==> config.mk <==
export PLATFORM = sky130hd
export DESIGN_NAME = timer
export DESIGN_NICKNAME = d
export VERILOG_FILES = /design/src/rtl/timer.sv
export SDC_FILE = /design/constraint.sdc
export NUM_CORES = 1
export LEC_CHECK = 0
export BUFFER_PORTS_ARGS = -buffer_cell sky130_fd_sc_hd__clkbuf_2
export CAP_MARGIN = 25
export CORE_AREA = 2 2 69 121
export DETAILED_ROUTE_END_ITERATION = 10
export DIE_AREA = 0 0 71 123
export HOLD_SLACK_MARGIN = 0.15
export PLACE_DENSITY_LB_ADDON = 0.25
export SLEW_MARGIN = 15
export SYNTH_ARGS = -nofsm -noshare
export SYNTH_HDL_FRONTEND = slang
export SYNTH_SLANG_ARGS = --single-unit
==> constraint.sdc <==
create_clock -name clk -period 2.8 [get_ports clk]
set_input_delay 0.42 -clock clk [delete_from_list [all_inputs] [get_ports clk]]
set_output_delay 0.42 -clock clk [all_outputs]
set_load 0.01 [all_outputs]
==> src/rtl/timer.sv <==
// Memory-mapped countdown timer: CTRL/PRESET/COUNT registers plus a maskable interrupt.
// Latency: register writes take effect on the next clock edge; read data and IRQ are combinational.
// Backpressure: none; every bus access completes in the cycle it is presented.
module timer (
  input  logic        clk,
  input  logic        reset,
  input  logic [31:0] Addr,
  input  logic        WE,
  input  logic [31:0] Din,
  output logic [31:0] Dout,
  output logic        IRQ
);

  typedef enum logic [1:0] {
    IDLE = 2'd0,
    LOAD = 2'd1,
    CNT  = 2'd2,
    INT  = 2'd3
  } state_t;

  localparam logic [1:0] OFS_CTRL   = 2'd0;
  localparam logic [1:0] OFS_PRESET = 2'd1;
  localparam logic [1:0] OFS_COUNT  = 2'd2;
  localparam logic [1:0] MODE_AUTO  = 2'b01;

  logic [3:0]  ctrl_q, ctrl_d;
  logic [31:0] preset_q;
  logic [31:0] count_q;
  state_t      state_q;
  logic        irq_flag_q, irq_flag_d;

  logic [1:0]  offset;
  logic        wr_ctrl;
  logic        wr_preset;
  logic        addr_unused;

  // Only Addr[3:2] selects a register; the remaining address bits are don't-care.
  assign offset      = Addr[3:2];
  assign addr_unused = ^{Addr[31:4], Addr[1:0]};
  assign wr_ctrl     = WE && (offset == OFS_CTRL);
  assign wr_preset   = WE && (offset == OFS_PRESET);

  // Merge FSM-driven updates of CTRL and irq_flag with software writes; software has the last word.
  always_comb begin
    ctrl_d     = ctrl_q;
    irq_flag_d = irq_flag_q;
    if (state_q == CNT && ctrl_q[0] && count_q <= 32'd1) begin
      irq_flag_d = 1'b1;
    end
    if (state_q == INT) begin
      if (ctrl_q[2:1] == MODE_AUTO) begin
        irq_flag_d = 1'b0;
      end else begin
        ctrl_d[0] = 1'b0;
      end
    end
    if (wr_ctrl) begin
      ctrl_d = Din[3:0];
    end
    if (wr_ctrl || wr_preset) begin
      irq_flag_d = 1'b0;
    end
  end

  // Register file and countdown FSM; COUNT saturates at zero rather than wrapping.
  always_ff @(posedge clk) begin
    if (reset) begin
      ctrl_q     <= 4'd0;
      preset_q   <= 32'd0;
      count_q    <= 32'd0;
      state_q    <= IDLE;
      irq_flag_q <= 1'b0;
    end else begin
      ctrl_q     <= ctrl_d;
      irq_flag_q <= irq_flag_d;
      if (wr_preset) begin
        preset_q <= Din;
      end
      case (state_q)
        IDLE: begin
          if (ctrl_q[0]) begin
            state_q <= LOAD;
          end
        end
        LOAD: begin
          count_q <= preset_q;
          state_q <= CNT;
        end
        CNT: begin
          if (!ctrl_q[0]) begin
            state_q <= IDLE;
          end else if (count_q > 32'd1) begin
            count_q <= count_q - 32'd1;
          end else begin
            count_q <= 32'd0;
            state_q <= INT;
          end
        end
        INT: begin
          state_q <= IDLE;
        end
        default: begin
          state_q <= IDLE;
        end
      endcase
    end
  end

  // Read mux; the reserved offset returns zero.
  always_comb begin
    Dout = 32'd0;
    case (offset)
      OFS_CTRL:   Dout = {28'd0, ctrl_q};
      OFS_PRESET: Dout = preset_q;
      OFS_COUNT:  Dout = count_q;
      default:    Dout = 32'd0;
    endcase
  end

  assign IRQ = irq_flag_q & ctrl_q[3];

endmodule

==> summary.md, run 1 <==
| Metric | Value |
|---|---|
| Area Overhead vs Synth | 18.74% |
| Setup TNS | 0 ns |
| Setup violations, final | 0 |
| VDD IR-drop max | approximately 0.00048 V |
| Main synth FF type | dfxtp_1 |
| Drt wl/cell | 17.69 um |
| Yosys reg bits | 71 |
| Startpoint types | register |
| CP peak stage delay | ~0.76 ns |
| Worst skew pair latency | 0.34 ns |
| Core area | 0.007801 sq mm |
| Antenna violations before repair | 0 |
| Hold Violations, Final | 0 |
| Required @ worst endpoint | 2.98 ns |
| Combinational power share | 0.176 |
| Share of cells above drive strength 1 | 0.2047 |
| Starting Density | 0.5256 |
| Crit-path cells | or3_1 > or4_1 > or4_1 > nand3_1 > a211oi_1 |
| CP Class | reg2reg |
| Reg clk slew, reported paths | 0.06 ns |
| Syn Area/Cell | around 7.6 sq um |
| Setup repair bufs after CTS | 0 |
| Worst-margin pin slew | 0.9167 ns |
| CTS buffer count | 9 |
| ANT nets after route | 0 |
| CTS tree | yes |
| CP top delay family | simple AND/OR/NAND/NOR gates |
| CP max-delay cell | or4_1 |
| Post-layout util | 0.6241 |
| First-pass GRT wire length | 19650 um |
| Synth Cell Area | 0.004100 sq mm |
| Largest net degree at the start of global routing | 44 |
| DR vias | 4357 |
| Residual DRC | 0 |
| Clk root buf | clkbuf_16 |
| # Max-Cap Violations | 0 |
| Pins over their slew limit | 0 |
| Avg Vias per Cell | 6.305 |
| CP bufs+invs | 0 |
| Yosys Warn Count | 0 |
| Min Tclk post-route | approximately 2.4 ns |
| Nets@finish | 665 |
| Seq/Total Area, Yosys | 0.3467 |
| Row count | 43 |
| Final std cells w/o fill | between 600 and 700 |
| Chip width | 71 um |
| Setup slack, reg-to-reg | roughly 0.38 ns |
| DPL Wire Length | roughly 8300 um |
| Post-synth ARST share | 0 |
| Rel. slew slack | 0.3889 |
| # IOs | 100 |
| Sink Count | 71 |
| GP Congestion | 0.9425 |
| Diode count | 0 |
| # port buffers | 69 |
| Cts repair resizes | 0 |
| Synth Instances | 543 |
| Total routed wirelength | 12220 um |
| CP max FO | 10 |
| Commonest non-fill, non-tap cell in the layout | nand2_1 |
| Reg power frac | 0.392 |
| Cell mode on critical path | or4_1 |
| Overflow after GRT | 0 |
| Syn Nets | 612 |
| Switching portion of total power | 0.2757 |
| Clock power frac | 0.432 |
| Clk_skew | 0.006726 ns |
| Fill cells | 716 |
| Hold buffer count at cts | 0 |
| H-tree level count | 3 |
| Hold Path Class | in2reg |
| Post-Place Cells | between 600 and 700 |
| Leak | about 0.0019 uW |
| Synth cell types | 48 |
| Internal | between 1500 and 2000 uW |
| Status | finished clean |
| Number of global-route vias before repair | 4050 |
| Psw | between 700 and 800 uW |
| Most frequent cells in the layout | nand2_1 (84), dfxtp_1 (71), clkbuf_2 (69), a21oi_1 (57), o21ai_0 (45) |
| Die Area | 0.008733 sq mm |
| CP endpoint kind | register |
| Die Y | approximately 120 um |
| RSZ-0062 raised after global routing | false |
| EDFF count, synth | 0 |
| Drt pass-1 iters | 5 |
| CTS Buffer Depth | 2 |
| Tcrit/Tclk final | 0.8628 |
| All-Layer GR Usage | 0.2844 |
| PD cells | around 560 mW/mm^2 |
| CP arrival | 2.59 ns |
| DR iter-0 viols | 451 |
| Max Freq | 413.9 MHz |
[power groups by stage]
| stage | sequential (uW) | clock (uW) | combinational (uW) |
|---|---|---|---|
| floorplan | 1080 | 0 | 315 |
| global placement | 1090 | 0 | 464 |
| detailed placement | 1090 | 0 | 473 |
| CTS | 1070 | 1190 | 475 |
| global route | 1080 | 1240 | 522 |
| finish | 1070 | 1180 | 481 |
[routing by layer]
metal	global-route usage	wire length, um	vias to the layer above
li1	-	-	2110
met1	0.3335	4803	2068
met2	0.4889	6461	149
met3	0.04319	567	30
met4	0.1616	389	0
met5	0	0	-
[state kept, by name, indices dropped and copies added (netlist names)]
signal and cells:
preset_q 32, ctrl_q 4, state_q 2, count_q 32, irq_flag_q 1
[cells by family after synthesis]
| logic type | after synthesis | synth area share |
|---|---|---|
| simple gates | 201 | 0.2508 |
| compound gates | 195 | 0.3076 |
| flops | 71 | 0.3467 |
| buf+inv | 62 | 0.06103 |
| mux | 7 | 0.01709 |
| xor+xnor | 5 | 0.01068 |
| fa+ha+maj | 2 | 0.006102 |
[cell usage after synthesis, types with 3 or more instances]
master,count,area [sq um]
nor2b_1,7,43.79
nor3_1,11,55.05
a21oi_1,57,285.3
nand2_1,84,315.3
o21ai_1,3,15.01
a22o_1,28,245.2
a211oi_1,27,202.7
or3_1,3,18.77
nand2b_1,3,18.77
nor2_1,24,90.09
clkbuf_1,48,180.2
xor2_1,3,26.28
or4_1,6,45.04
nand3_1,29,145.1
nand4_1,6,37.54
nand3b_1,3,22.52
o31a_1,3,26.28
o41ai_1,3,26.28
a31oi_1,4,25.02
a221oi_1,7,61.31
inv_1,8,30.03
mux2i_1,7,70.07
o31ai_1,6,45.04
dfxtp_1,71,1421
o21ai_0,45,225.2
o21a_1,3,22.52
nor4_4,3,63.81
nor4_1,8,50.05
a311oi_1,4,35.03
[path summary, 6_finish.rpt]
| kind | start | end | depth (start not counted) |
|---|---|---|---|
| worst max-delay path | count_q[7] | count_q[21] | 5 |
| worst min-delay path | Din[21] | preset_q[21] | 3 |
| worst max register to register | count_q[7] | count_q[21] | 5 |
| worst min register to register | preset_q[9] | preset_q[9] | 2 |
[tightest hold or removal path, stage by stage]
cell and delay [ns]:
clkbuf_2 0.08, nand2_1 0.05, a21oi_1 0.05
[layout make-up]
type	count	area, sq um	share of cell area
Clock inverter	3	40.04	0.008224
Sequential cell	71	1421	0.2920
Tap cell	90	112.6	0.02313
Clock buffer	13	270.3	0.05551
Timing Repair Buffer	96	560.5	0.1151
Inverter	8	30.03	0.006168
Multi-Input combinational cell	410	2434	0.4999
[per-stage QoR]
step	area, sq um	worst slack, ns	total power (uW)	hold WS (ns)
6_report	4868	0.3841	2737	0.2993
3_3_place_gp	4558	0.4511	1555	0.4555
5_1_grt	4868	0.2523	2834	0.3070
3_5_place_dp	4558	0.4231	1566	0.4632
4_1_cts	4868	0.4098	2741	0.2936
2_1_floorplan	4100	0.5666	1393	0.4328
Power figures use the tool's default switching activity.
==> run 2, diff against run 1 <==
--- a/config.mk
+++ b/config.mk
@@ -7,9 +7,9 @@
 export LEC_CHECK = 0
 export BUFFER_PORTS_ARGS = -buffer_cell sky130_fd_sc_hd__clkbuf_2
 export CAP_MARGIN = 25
-export CORE_AREA = 2 2 69 121
+export CORE_AREA = 2 2 79 100
 export DETAILED_ROUTE_END_ITERATION = 10
-export DIE_AREA = 0 0 71 123
+export DIE_AREA = 0 0 81 102
 export HOLD_SLACK_MARGIN = 0.15
 export PLACE_DENSITY_LB_ADDON = 0.25
 export SLEW_MARGIN = 15
==> constraint.sdc (replaced) <==
create_clock -name clk -period 3.01 [get_ports clk]
set_input_delay 0.4515 -clock clk [delete_from_list [all_inputs] [get_ports clk]]
set_output_delay 0.4515 -clock clk [all_outputs]
set_load 0.01 [all_outputs]
==> run 2 against run 1 <==
  * First-iteration DRC count decreased by 22%
  * Critical path type unchanged
  * Clock skew about the same
  * Power decreased by 18%
  * Highest routed layer unchanged
  * Sequential share of layout area increased by 1.1 points
  * Critical path depth increased by 1
  * Hold slack improved by 0.012 ns
  * Via count increased by 0.28%
  * Clock power decreased by 30%
  * Largest cell class unchanged
  * Combinational power decreased by 12%
  * Wire length decreased by 4.4%
  * Global-route usage increased by 1.1 points
==> summary.md, run 2 (synthesis results as in run 1) <==
| Metric | Value |
|---|---|
| Worst-margin pin slew | 0.9422 ns (+0.02550 ns) |
| DR vias | 4369 (+0.28%) |
| Core area | 0.007269 sq mm (-6.8%) |
| Drt wl/cell | 17.10 um (-3.3%) |
| Hold buffer count at cts | 0 (unchanged) |
| DPL Wire Length | 7650 um (-8.0%) |
| CP Class | reg2reg |
| Die Y | 102 um (-17%) |
| Overflow after GRT | 0 (unchanged) |
| Reg clk slew, reported paths | 0.08 ns (+0.02 ns) |
| First-pass GRT wire length | 19330 um (-1.6%) |
| Nets@finish | 655 (-1.5%) |
| Psw | 661.1 uW (-12%) |
| CP max-delay cell | or4_1 |
| Hold_sp | Din[15] |
| RSZ-0062 raised after global routing | false |
| Startpoint types | register |
| Worst skew pair latency | 0.35 ns (about the same) |
| Final std cells w/o fill | 683 (-1.2%) |
| Cts repair resizes | 0 (unchanged) |
| Tcrit/Tclk final | 0.8583 (-0.004546) |
| FF/Latch Area | 0.001421 sq mm (unchanged) |
| Avg Vias per Cell | 6.397 (+1.4%) |
| CP endpoint kind | register |
| Total routed wirelength | 11680 um (-4.4%) |
| Row count | 35 (-19%) |
| Setup TNS | 0 ns (unchanged) |
| Required @ worst endpoint | 3.20 ns (+0.22 ns) |
| Origin of the critical flop-to-flop path | count_q[24] |
| Area of the multi-input gates | 0.002434 sq mm (unchanged) |
| Clk_skew | 0.007024 ns (+0.0002977 ns) |
| PD cells | 479.2 mW/mm^2 (-15%) |
| Die Area | 0.008262 sq mm (-5.4%) |
| Setup slack, reg-to-reg | 0.43 ns (+0.04 ns) |
| Diode count | 0 (unchanged) |
| Clk root buf | clkbuf_8 |
| Hold Path Class | in2reg |
| Share of cells above drive strength 1 | 0.1878 (-0.01684) |
| Rel. slew slack | 0.3719 (-0.01700) |
| Antenna violations before repair | 0 (unchanged) |
| Reg power frac | 0.443 (+0.051) |
| # IOs | 100 (unchanged) |
| DR iter-0 viols | 350 (-22%) |
| H-tree level count | 3 (unchanged) |
| Worst Reg-to-Reg Cells | 6 (+1) |
| CP max FO | 26 (+16) |
| ANT nets after route | 0 (unchanged) |
| Commonest non-fill, non-tap cell in the layout | nand2_1 |
| Setup repair bufs after CTS | 0 (unchanged) |
| Leak | 0.001782 uW (-5.5%) |
| CP peak stage delay | 0.66 ns (-0.10 ns) |
| Sink Count | 71 (unchanged) |
| Hold path cells | 3 (unchanged) |
| Clock power frac | 0.368 (-0.064) |
| Area Overhead vs Synth | 14.40% |
| Switching portion of total power | 0.2941 (+0.01839) |
| Reg-to-Reg End | count_q[24] |
| CTS tree | yes |
| Internal | 1587 uW (-20%) |
| Post-Place Cells | 667 (-1.2%) |
| Hold EP | preset_q[15] |
| Largest net degree at the start of global routing | 44 (unchanged) |
| # port buffers | 69 (unchanged) |
| All-Layer GR Usage | 0.2950 (+0.01064) |
| # Max-Cap Violations | 0 (unchanged) |
| CP bufs+invs | 1 (+1) |
| CP arrival | 2.77 ns (+0.18 ns) |
| Min Tclk post-route | 2.583 ns (+0.1675 ns) |
| Max Freq | 387.1 MHz (-6.5%) |
| Biggest regs | count_q: 32 flops, preset_q: 32 flops, ctrl_q: 4 flops |
| Starting Density | 0.5640 (+0.03845) |
| Pins over their slew limit | 0 (unchanged) |
| Hold Violations, Final | 0 (unchanged) |
| CTS Buffer Depth | 2 (unchanged) |
| Drt pass-1 iters | 8 (+3) |
| Crit-path cells | or4_1 > nor4_1 > nand4_2 > buf_4 > a31oi_1 > a211oi_1 |
| VDD IR-drop max | 0.0003422 V (-29%) |
| Hold slack | 0.3110 ns (+0.01173 ns) |
| CP top delay family | simple AND/OR/NAND/NOR gates |
| Number of global-route vias before repair | 4022 (-0.69%) |
| Combinational power share | 0.189 (+0.013) |
| GP Congestion | 0.8489 (-9.9%) |
| CTS buffer count | 9 (unchanged) |
| Status | finished clean |
| Most frequent cells in the layout | nand2_1 (84), dfxtp_1 (71), clkbuf_2 (69), a21oi_1 (57), o21ai_0 (45) |
| Setup violations, final | 0 (unchanged) |
| Chip width | 81 um (+14%) |
| Fill cells | 692 (-3.4%) |
| Residual DRC | 0 (unchanged) |
## run 2: cell count changes in the layout (fill, tap and decap cells not counted)
cell and change:
clkbuf_1 +2, clkbuf_8 +6, clkbuf_16 -9, buf_4 -10, bufinv_16 +1
## run 2: worst register-to-register path, stage by stage, from the launching register on
cell and delay, ns:
dfxtp_1 0.40, or4_1 0.67, nor4_1 0.42, nand4_2 0.31, buf_4 0.33, a31oi_1 0.22
a211oi_1 0.08
## run 2: layout make-up
cell class / count / share of cell area
Clock buffer: 12 / 0.02881
Clock inverter: 4 / 0.01494
Inverter: 8 / 0.006402
Multi-Input combinational cell: 410 / 0.5188
Sequential cell: 71 / 0.3030
Tap cell: 92 / 0.02454
Timing Repair Buffer: 86 / 0.1035
## run 2: stage by stage
| step | worst slack [ns] | utilization | power (uW) | instance area, sq um |
|---|---|---|---|---|
| global placement | 0.5762 | 0.6170 | 1424 | 4486 |
| floorplan | 0.7766 | - | 1296 | 4100 |
| finish | 0.4266 | 0.6453 | 2248 | 4691 |
| global route | 0.3049 | 0.6453 | 2336 | 4691 |
| CTS | 0.4912 | 0.6453 | 2248 | 4691 |
| detailed placement | 0.5081 | 0.6170 | 1431 | 4486 |
## run 2: per-layer routing
| layer | GRT usage | wire length, um |
|---|---|---|
| met1 | 0.3868 | 5062 |
| met3 | 0.04505 | 705 |
| met4 | 0.1095 | 263 |
| met5 | 0 | 0 |
| met2 | 0.4895 | 5650 |
## run 2: how the worst max path moves through the flow
stage | from | endpoint | slack, ns | cells after the start
after floorplan | count_q[0] | count_q[24] | 0.78 | 8
after global placement | count_q[13] | count_q[29] | 0.58 | 6
after detailed placement | count_q[24] | count_q[24] | 0.51 | 6
after CTS | count_q[24] | count_q[24] | 0.49 | 6
after global routing | count_q[24] | count_q[24] | 0.30 | 6
final | count_q[24] | count_q[24] | 0.43 | 6
## run 2: power groups by stage
| stage | sequential (uW) | combinational (uW) | clock [uW] |
|---|---|---|---|
| 6_report | 996 | 424 | 828 |
| 5_1_grt | 999 | 463 | 874 |
| 4_1_cts | 995 | 417 | 836 |
| 3_5_place_dp | 1020 | 414 | 0 |
| 3_3_place_gp | 1010 | 409 | 0 |
| 2_1_floorplan | 1000 | 293 | 0 |
